[src/rtl/rle_pkg.sv]
// Shared definitions for the run-length codec: the byte-plus-valid word
// exchanged between encoder and decoder, the decoder state encoding and
// the field widths used by both sides.
package rle_pkg;

   // Width of a symbol value carried in data[6:0]
   localparam int VALUE_W = 7;

   // Width of the run-length count byte
   localparam int COUNT_W = 8;

   // Stream word: one byte of payload plus its qualifier.
   // As a flat vector, valid sits in bit 0 and data in bits [8:1].
   typedef struct packed {
      logic [7:0] data;
      logic       valid;
   } out_st;

   // Decoder states
   typedef enum logic [1:0] {
      IDLE = 2'd0,
      LIT  = 2'd1,
      HDR  = 2'd2,
      RUN  = 2'd3
   } state_t;

   // A byte with its top bit set announces a run; otherwise it is a literal
   function automatic logic is_header(input logic [7:0] b);
      return b[7];
   endfunction

endpackage

[src/rtl/run_length_decoder_moore.sv]
// Moore-style run-length decoder.
//
// Input stream (dataIn, an out_st word): a byte with bit 7 clear is a
// literal and is emitted once. A byte with bit 7 set is a run header
// carrying the symbol in bits [6:0]. The next accepted byte is the run
// length N, taken as a full 8-bit count. A count of zero is malformed
// and raises proto_err for one cycle.
//
// Output word dataOut is the out_st layout without its always-zero data
// MSB: bits [7:1] hold the symbol, bit 0 is valid. Every output comes
// from registered state, so a symbol appears the cycle after the byte
// that produced it is accepted.
module run_length_decoder_moore
   import rle_pkg::*;
(
   input  logic       clock,
   input  logic       reset,
   input  logic [8:0] dataIn,
   output logic       in_ready,
   output logic [7:0] dataOut,
   output logic       proto_err
);

   state_t               State;
   state_t               state_next;
   logic [COUNT_W-1:0]   count;
   logic [COUNT_W-1:0]   count_next;
   logic [VALUE_W-1:0]   value;
   logic [VALUE_W-1:0]   value_next;
   logic                 proto_err_next;

   out_st                in_word;
   logic                 accept;
   logic                 run_last;
   logic                 out_valid;

   assign in_word = dataIn;

   // Moore outputs and the handshake, all derived from registered state.
   // A run only frees the input on its final symbol, which lets the next
   // byte follow the run without a bubble.
   always_comb begin
      run_last  = (count == COUNT_W'(1));
      out_valid = (State == LIT) || (State == RUN);
      in_ready  = (State != RUN) || run_last;
      dataOut   = {value, out_valid};
      accept    = in_word.valid && in_ready;
   end

   // Next-state logic. HDR waits for the count byte. A run still counting
   // down only decrements. Every other case (IDLE, LIT, final run cycle)
   // is a slot where a fresh literal or header may be taken.
   always_comb begin
      state_next     = State;
      count_next     = count;
      value_next     = value;
      proto_err_next = 1'b0;

      if (State == HDR) begin
         if (accept) begin
            if (in_word.data == 8'd0) begin
               state_next     = IDLE;
               proto_err_next = 1'b1;
            end else if (in_word.data == 8'd1) begin
               state_next = LIT;
            end else begin
               state_next = RUN;
               count_next = in_word.data;
            end
         end
      end else if ((State == RUN) && !run_last) begin
         count_next = count - COUNT_W'(1);
      end else begin
         if (accept) begin
            value_next = in_word.data[VALUE_W-1:0];
            if (is_header(in_word.data)) begin
               state_next = HDR;
            end else begin
               state_next = LIT;
            end
         end else begin
            state_next = IDLE;
         end
      end
   end

   // State, counter, symbol and error registers with synchronous reset.
   // Reset drops any run in progress and ignores the byte on the bus.
   always_ff @(posedge clock) begin
      if (reset) begin
         State     <= IDLE;
         count     <= '0;
         value     <= '0;
         proto_err <= 1'b0;
      end else begin
         State     <= state_next;
         count     <= count_next;
         value     <= value_next;
         proto_err <= proto_err_next;
      end
   end

endmodule

[config.mk]
export PLATFORM = sky130hd
export DESIGN_NAME = run_length_decoder_moore
export DESIGN_NICKNAME = d
export VERILOG_FILES = /design/src/rtl/rle_pkg.sv /design/src/rtl/run_length_decoder_moore.sv
export SDC_FILE = /design/constraint.sdc
export NUM_CORES = 1
export LEC_CHECK = 0
export CAP_MARGIN = 10
export CORE_UTILIZATION = 40
export CTS_BUF_LIST = sky130_fd_sc_hd__clkbuf_4 sky130_fd_sc_hd__clkbuf_8
export DETAILED_ROUTE_END_ITERATION = 8
export HOLD_SLACK_MARGIN = 0.03
export PLACE_DENSITY = 0.76
export SKIP_CTS_REPAIR_TIMING = 1
export SKIP_LAST_GASP = 1
export SYNTH_ARGS = -nofsm -noshare
export SYNTH_HDL_FRONTEND = slang
export SYNTH_SLANG_ARGS = --single-unit
[constraint.sdc]
create_clock -name clock -period 2.15 [get_ports clock]
set_input_delay 0.43 -clock clock [delete_from_list [all_inputs] [get_ports clock]]
set_output_delay 0.43 -clock clock [all_outputs]
set_load 0.02 [all_outputs]
==> metrics.txt, run 1 <==
starting density of the core=0.422; Leak=~0.00056 uW; Inserted Clock Buffers=3; DP Area=~1400 um2; drt initial violations=64; YS warnings=0; aggregate routed wire length=slightly below 3000 um; Cells after Synth=about 130; CP peak stage delay=between 0.3 and 0.4 ns; Worst Reg2Reg Path Length in Cells=5; nets@finish=roughly 170; max-slew violations=0; Root Driver=clkbuf_4; clock sink count=18; synthesized net count=approximately 140; drt pass-1 iters=4; Hold Path Class=flop to flop; placed insts=approximately 190; first-pass GRT wire length=about 4500 um; chip width=about 53 um; Pwr Total=848 uW; layout cells sized above 1=0.189; clock skew=0.00273 ns; largest net degree at the start of global routing=21; Rel. slew slack=0.698; antenna viol nets, final=0; clk buf depth=2; Synth area leader=dfxtp_1; DR vias/cell=roughly 5.8; Final Hold Vio Count=0; crit end category=primary output; Ant. Diodes=0; CP Launch Type=flop; power per cell area=596 nW/um2; Vias=1098; critical path type=flop to primary output; I/O Buffers=20; status=complete, no violations; worst skew pair latency=around 0.3 ns; vias in the first global route=983; synthesis-to-layout area growth=36.0%; initial antenna violation count=0; drt wl/cell=between 15 and 20 um; TritonCTS clock tree=built; Yosys reg bits=18; RePlAce Congestion=0.938; Worst EP arrival=about 1.5 ns; Crit Path Max Fanout=5; Congestion Overflow GR=0; part of the cycle the worst path needs=0.896; worst hold stages=2; Post-synth EDFFs=0; final cell count without fillers=189; share of the synthesized area in the top cell type=0.344; predominant post-synthesis flop cell=dfxtp_1; crit-path cells=nor4_4 -> a31oi_2 -> inv_2 -> dlymetal6s2s_1; Core ar.=between 2000 and 2500 um2; Finished Cell Area=about 1400 um2; register area share after synthesis=0.344; synth unique cells=38; Crit-path slowest cell=dfxtp_1; Async SR Flop Fraction=0; RSZ-0062 raised after global routing=no; die area=between 2000 and 3000 um2; worst hold slack=between 0.4 and 0.5 ns; worst slew pin tran=between 0.4 and 0.5 ns; Max IR drop VDD=around 0.42 mV; setup violators final=0; maxcap violations=0; Die H=53.1 um; DPL Wire Length=~2200 um; total global-route track usage=0.225; synthesized area per cell=roughly 8.4 um2; I/O pin total=21; f_max=519 MHz; synthesized area=around 1000 um2; Worst EP required=about 1.7 ns; Final min period=around 1.9 ns; # DRC=0; synth top area cells=dfxtp_1, mux2i_1, nand2_1, nand2b_1, a21oi_1; Worst-path clk slew=0.10 ns; CTS H-tree lvls=1; Row Count=18
==> layout by cell type, fill, tap and decap left out, types with 4 or more instances in the layout <==
cell type        count
clkdlybuf4s50_1     19
buf_4               19
dfxtp_1             18
nand2_1             18
nand2b_1             9
a21oi_1              9
mux2i_1              7
inv_1                5
nor2_1               4
nor3_1               4
o22ai_1              4
==> metrics by stage <==
stage	utilization	setup TNS, ns	setup slack (ns)
floorplan	-	0	0.433
global placement	0.561	0	0.0636
detailed placement	0.561	0	0.0709
CTS	0.570	-0.190	-0.190
global route	0.574	0	0.165
finish	0.574	0	0.225
==> flip-flops by register name, indices dropped and copies added (netlist names) <==
signal	flops
count	8
proto_err	1
State	2
value	7
==> power breakdown <==
group	leakage, uW	switching, uW	internal (uW)
clock	0.0000138	110	65.5
sequential	0.000147	23.2	358
combinational	0.000401	142	150
==> Yosys cell counts, types with 2 or more instances <==
master    count
nand4_1       3
ha_1          2
or3_1         2
dfxtp_1      18
a32o_1        2
nor2_1        4
nand2b_1      9
o22ai_1       4
nand2_1      18
clkbuf_1      6
a31o_1        3
a21o_1        2
a21oi_1       9
nor3_1        4
nor2b_1       2
inv_1         5
a221oi_1      3
mux2i_1       7
nor4_1        2
nand3_1       2
==> worst max-delay path, delay by kind of cell (launching register included) <==
family          cells  cell delay, ns
compound gates      1            0.15
buf+inv             2            0.33
flops               1            0.38
simple gates        1            0.33
==> kinds of logic (layout without fill, tap and decap cells) <==
logic type      after synthesis  after routing  synth area share
buf+inv                      14             48            0.0574
simple gates                 51             51             0.267
mux                           7              7            0.0670
compound gates               33             33             0.240
flops                        18             18             0.345
fa+ha+maj                     2              2            0.0239
==> worst paths after layout <==
path	endpoint	slack, ns	startpoint
worst max register to register	count[7]	0.24	count[2]
worst min register to register	value[1]	0.47	value[1]
worst max-delay path	in_ready	0.22	count[3]
worst min-delay path	value[1]	0.47	value[1]
==> area by class of cell <==
| class | instances | area (um2) |
|---|---|---|
| flip-flops and latches | 18 | 360 |
| repair buffers | 39 | 345 |
| multi-input cells | 93 | 634 |
| fillers | 216 | 1050 |
| clock buffers | 3 | 22.5 |
| well taps | 30 | 37.5 |
| inverters | 6 | 22.5 |
==> routing by layer <==
metal  routed length (um)  global-route usage  share of wire
met5                    0                   0              0
met2                 1460               0.373           0.50
met1                 1150               0.270           0.39
met4                  117               0.132          0.040
met3                  206              0.0374          0.070
No activity file was read; power rests on OpenSTA's default activity.
==> run 2: changes to the inputs <==
--- a/config.mk
+++ b/config.mk
@@ -6,4 +6,5 @@
 export NUM_CORES = 1
 export LEC_CHECK = 0
+export ABC_AREA = 1
 export CAP_MARGIN = 10
 export CORE_UTILIZATION = 40
==> constraint.sdc (replaced) <==
create_clock -name clock -period 2.15 [get_ports clock]
set_input_delay 0.43 -clock clock [delete_from_list [all_inputs] [get_ports clock]]
set_output_delay 0.43 -clock clock [all_outputs]
set_load 0.01 [all_outputs]
==> metrics.txt, run 2 <==
synthesized area=1030 um2 (-1.9%); antenna viol nets, final=0 (unchanged); synthesized area per cell=6.53 um2 (-22%); crit end category=primary output; CP peak stage delay=0.54 ns (+0.16 ns); clk buf depth=2 (unchanged); synth top area cells=dfxtp_1, nand2_1, nor2_1, a21oi_1, inv_1; Core ar.=2320 um2 (-6.4%); Worst EP required=1.72 ns (about the same); wire length on met1=1120 um (-2.3%); Yosys reg bits=18 (unchanged); Crit Path Max Fanout=3 (-2); DPL Wire Length=1740 um (-21%); Congestion Overflow GR=0 (unchanged); synth unique cells=26 (-32%); clock sink count=18 (unchanged); RSZ-0062 raised after global routing=no; Reg-to-Reg Start=count[1]; # DRC=0 (unchanged); Synth area leader=dfxtp_1; most numerous cell in the Yosys netlist=nand2_1; vias in the first global route=888 (-9.7%); drt pass-1 iters=4 (unchanged); worst skew pair latency=0.28 ns (-0.02 ns); Worst EP arrival=1.62 ns (+0.12 ns); power per cell area=717 nW/um2 (+20%); first-pass GRT wire length=3640 um (-20%); Top Registers=count (8), value (7), State (2); Root Driver=clkbuf_4; drt initial violations=28 (-56%); RePlAce Congestion=0.807 (-14%); Leak=0.000555 uW (-1.3%); Worst-path clk slew=0.10 ns (about the same); Row Count=17 (-1); fillers=227 (+5.1%); Cells after Synth=157 (+26%); most common library cells after synthesis=nand2_1, nor2_1, dfxtp_1, inv_1, a21oi_1; aggregate routed wire length=2250 um (-23%); TritonCTS clock tree=built; most frequent cells in the layout=nand2_1, nor2_1, clkdlybuf4s50_1; R2R Setup Slk=0.60 ns (+0.36 ns); Final Hold Vio Count=0 (unchanged); predominant post-synthesis flop cell=dfxtp_1; CTS H-tree lvls=1 (unchanged); HP Start=value[6]; drt wl/cell=11.0 um (-29%); initial antenna violation count=0 (unchanged); max-slew violations=0 (unchanged); Max Used Layer=met4; DR vias/cell=4.92 (-15%); CP Launch Type=flop; Ant. Diodes=0 (unchanged); part of the cycle the worst path needs=0.952 (+0.0564); Async SR Flop Fraction=0 (unchanged); Rel. slew slack=0.719 (+0.0217); register area share after synthesis=0.351 (+0.00672); total global-route track usage=0.177 (-0.0486); Worst Reg2Reg Path Length in Cells=9 (+4); Inserted Clock Buffers=3 (unchanged); f_max=489 MHz (-5.9%); chip width=52.6 um (-0.92%); RR Endpoint=count[7]; share of the synthesized area in the top cell type=0.351 (+0.00672); Post-synth EDFFs=0 (unchanged); Final min period=2.05 ns (+0.121 ns); setup TNS=0 ns (unchanged); Hold Path Class=flop to flop; worst hold stages=2 (unchanged); met3 routed wirelength=111 um (-46%); most flop-heavy register=count; synthesis-to-layout area growth=24.3%; Vias=1003 (-8.7%); worst slew pin tran=0.420 ns (-0.0339 ns); hold endpoint=value[6]; routed wire length on met2=995 um (-32%); Crit-path slowest cell=clkdlybuf4s50_1; largest net degree at the start of global routing=14 (-33%); family with the most delay on the worst path=buffers and inverters; crit-path cells=inv_1 -> ha_1 -> nand2_1 -> o21bai_4 -> clkdlybuf4s50_1; status=complete, no violations; Die H=52.6 um (-0.92%); commonest non-fill, non-tap cell in the layout=nand2_1; final core utilization=0.550 (-0.0243); I/O Buffers=20 (unchanged); setup violators final=0 (unchanged); critical path type=flop to primary output; I/O pin total=21 (unchanged); nets@finish=190 (+9.2%); die area=2770 um2 (-1.8%); YS warnings=0 (unchanged); Worst Path Buf+Inv=2 (unchanged); clock skew=0.000611 ns (-0.00212 ns); maxcap violations=0 (unchanged); starting density of the core=0.443 (+0.0203); layout cells sized above 1=0.0795 (-0.109); synthesized net count=170 (+23%); Max IR drop VDD=0.454 mV (+9.1%); number of flip-flops in the largest register=8 (unchanged)
==> run 2: final cells by class <==
cell class / instances / area [um2] / share of cell area
Inverter: 17 / 68.8 / 0.0540
Sequential cell: 18 / 360 / 0.283
Multi-Input combinational cell: 116 / 567 / 0.445
Tap cell: 28 / 35.0 / 0.0275
Clock buffer: 4 / 36.3 / 0.0285
Timing Repair Buffer: 21 / 208 / 0.163
==> run 2: power breakdown <==
group	internal, uW	total, uW	switching (uW)
logic	132	315	183
registers	366	396	30.3
clock network	103	204	101
total	601	915	314
==> run 2: routing by layer <==
layer,global-route usage,vias to the layer above
li1,-,533
met1,0.233,443
met2,0.283,25
met3,0.0261,2
met4,0.0746,0
met5,0,-
==> run 2: stage by stage <==
| step | power [uW] | cell area [um2] | setup slack [ns] | hold slack (ns) | instances |
|---|---|---|---|---|---|
| after floorplan | 627 | 1030 | 0.793 | 0.484 | 157 |
| after global placement | 709 | 1230 | 0.219 | 0.453 | 200 |
| after detailed placement | 715 | 1230 | 0.189 | 0.456 | 200 |
| after CTS | 918 | 1270 | 0.0718 | 0.476 | 204 |
| after global routing | 979 | 1270 | 0.00793 | 0.504 | 204 |
| final | 915 | 1270 | 0.103 | 0.472 | 204 |
==> run 2: how the worst max path moves through the flow <==
stage | startpoint | end | slack [ns] | depth (start not counted)
detailed placement | dataIn[8] | count[7] | 0.19 | 10
CTS | count[2] | in_ready | 0.07 | 4
global route | count[1] | in_ready | 0.008 | 5
finish | count[1] | in_ready | 0.10 | 5
floorplan | count[1] | count[4] | 0.79 | 8
global placement | dataIn[8] | count[7] | 0.22 | 10
==> run 2: logic make-up (layout without fill, tap and decap cells) <==
logic type | Yosys count | in the layout | share of synthesized area
buffers and inverters | 23 | 42 | 0.101
DFF | 18 | 18 | 0.351
adders and majority gates | 2 | 2 | 0.0244
AOI/OAI and AO/OA | 27 | 27 | 0.148
and+or+nand+nor | 87 | 87 | 0.376
==> run 2: worst min-delay path, cell delays in order, from the launching register on <==
cell and delay, ns:
dfxtp_1 0.33, nand2_1 0.06, a21oi_1 0.05
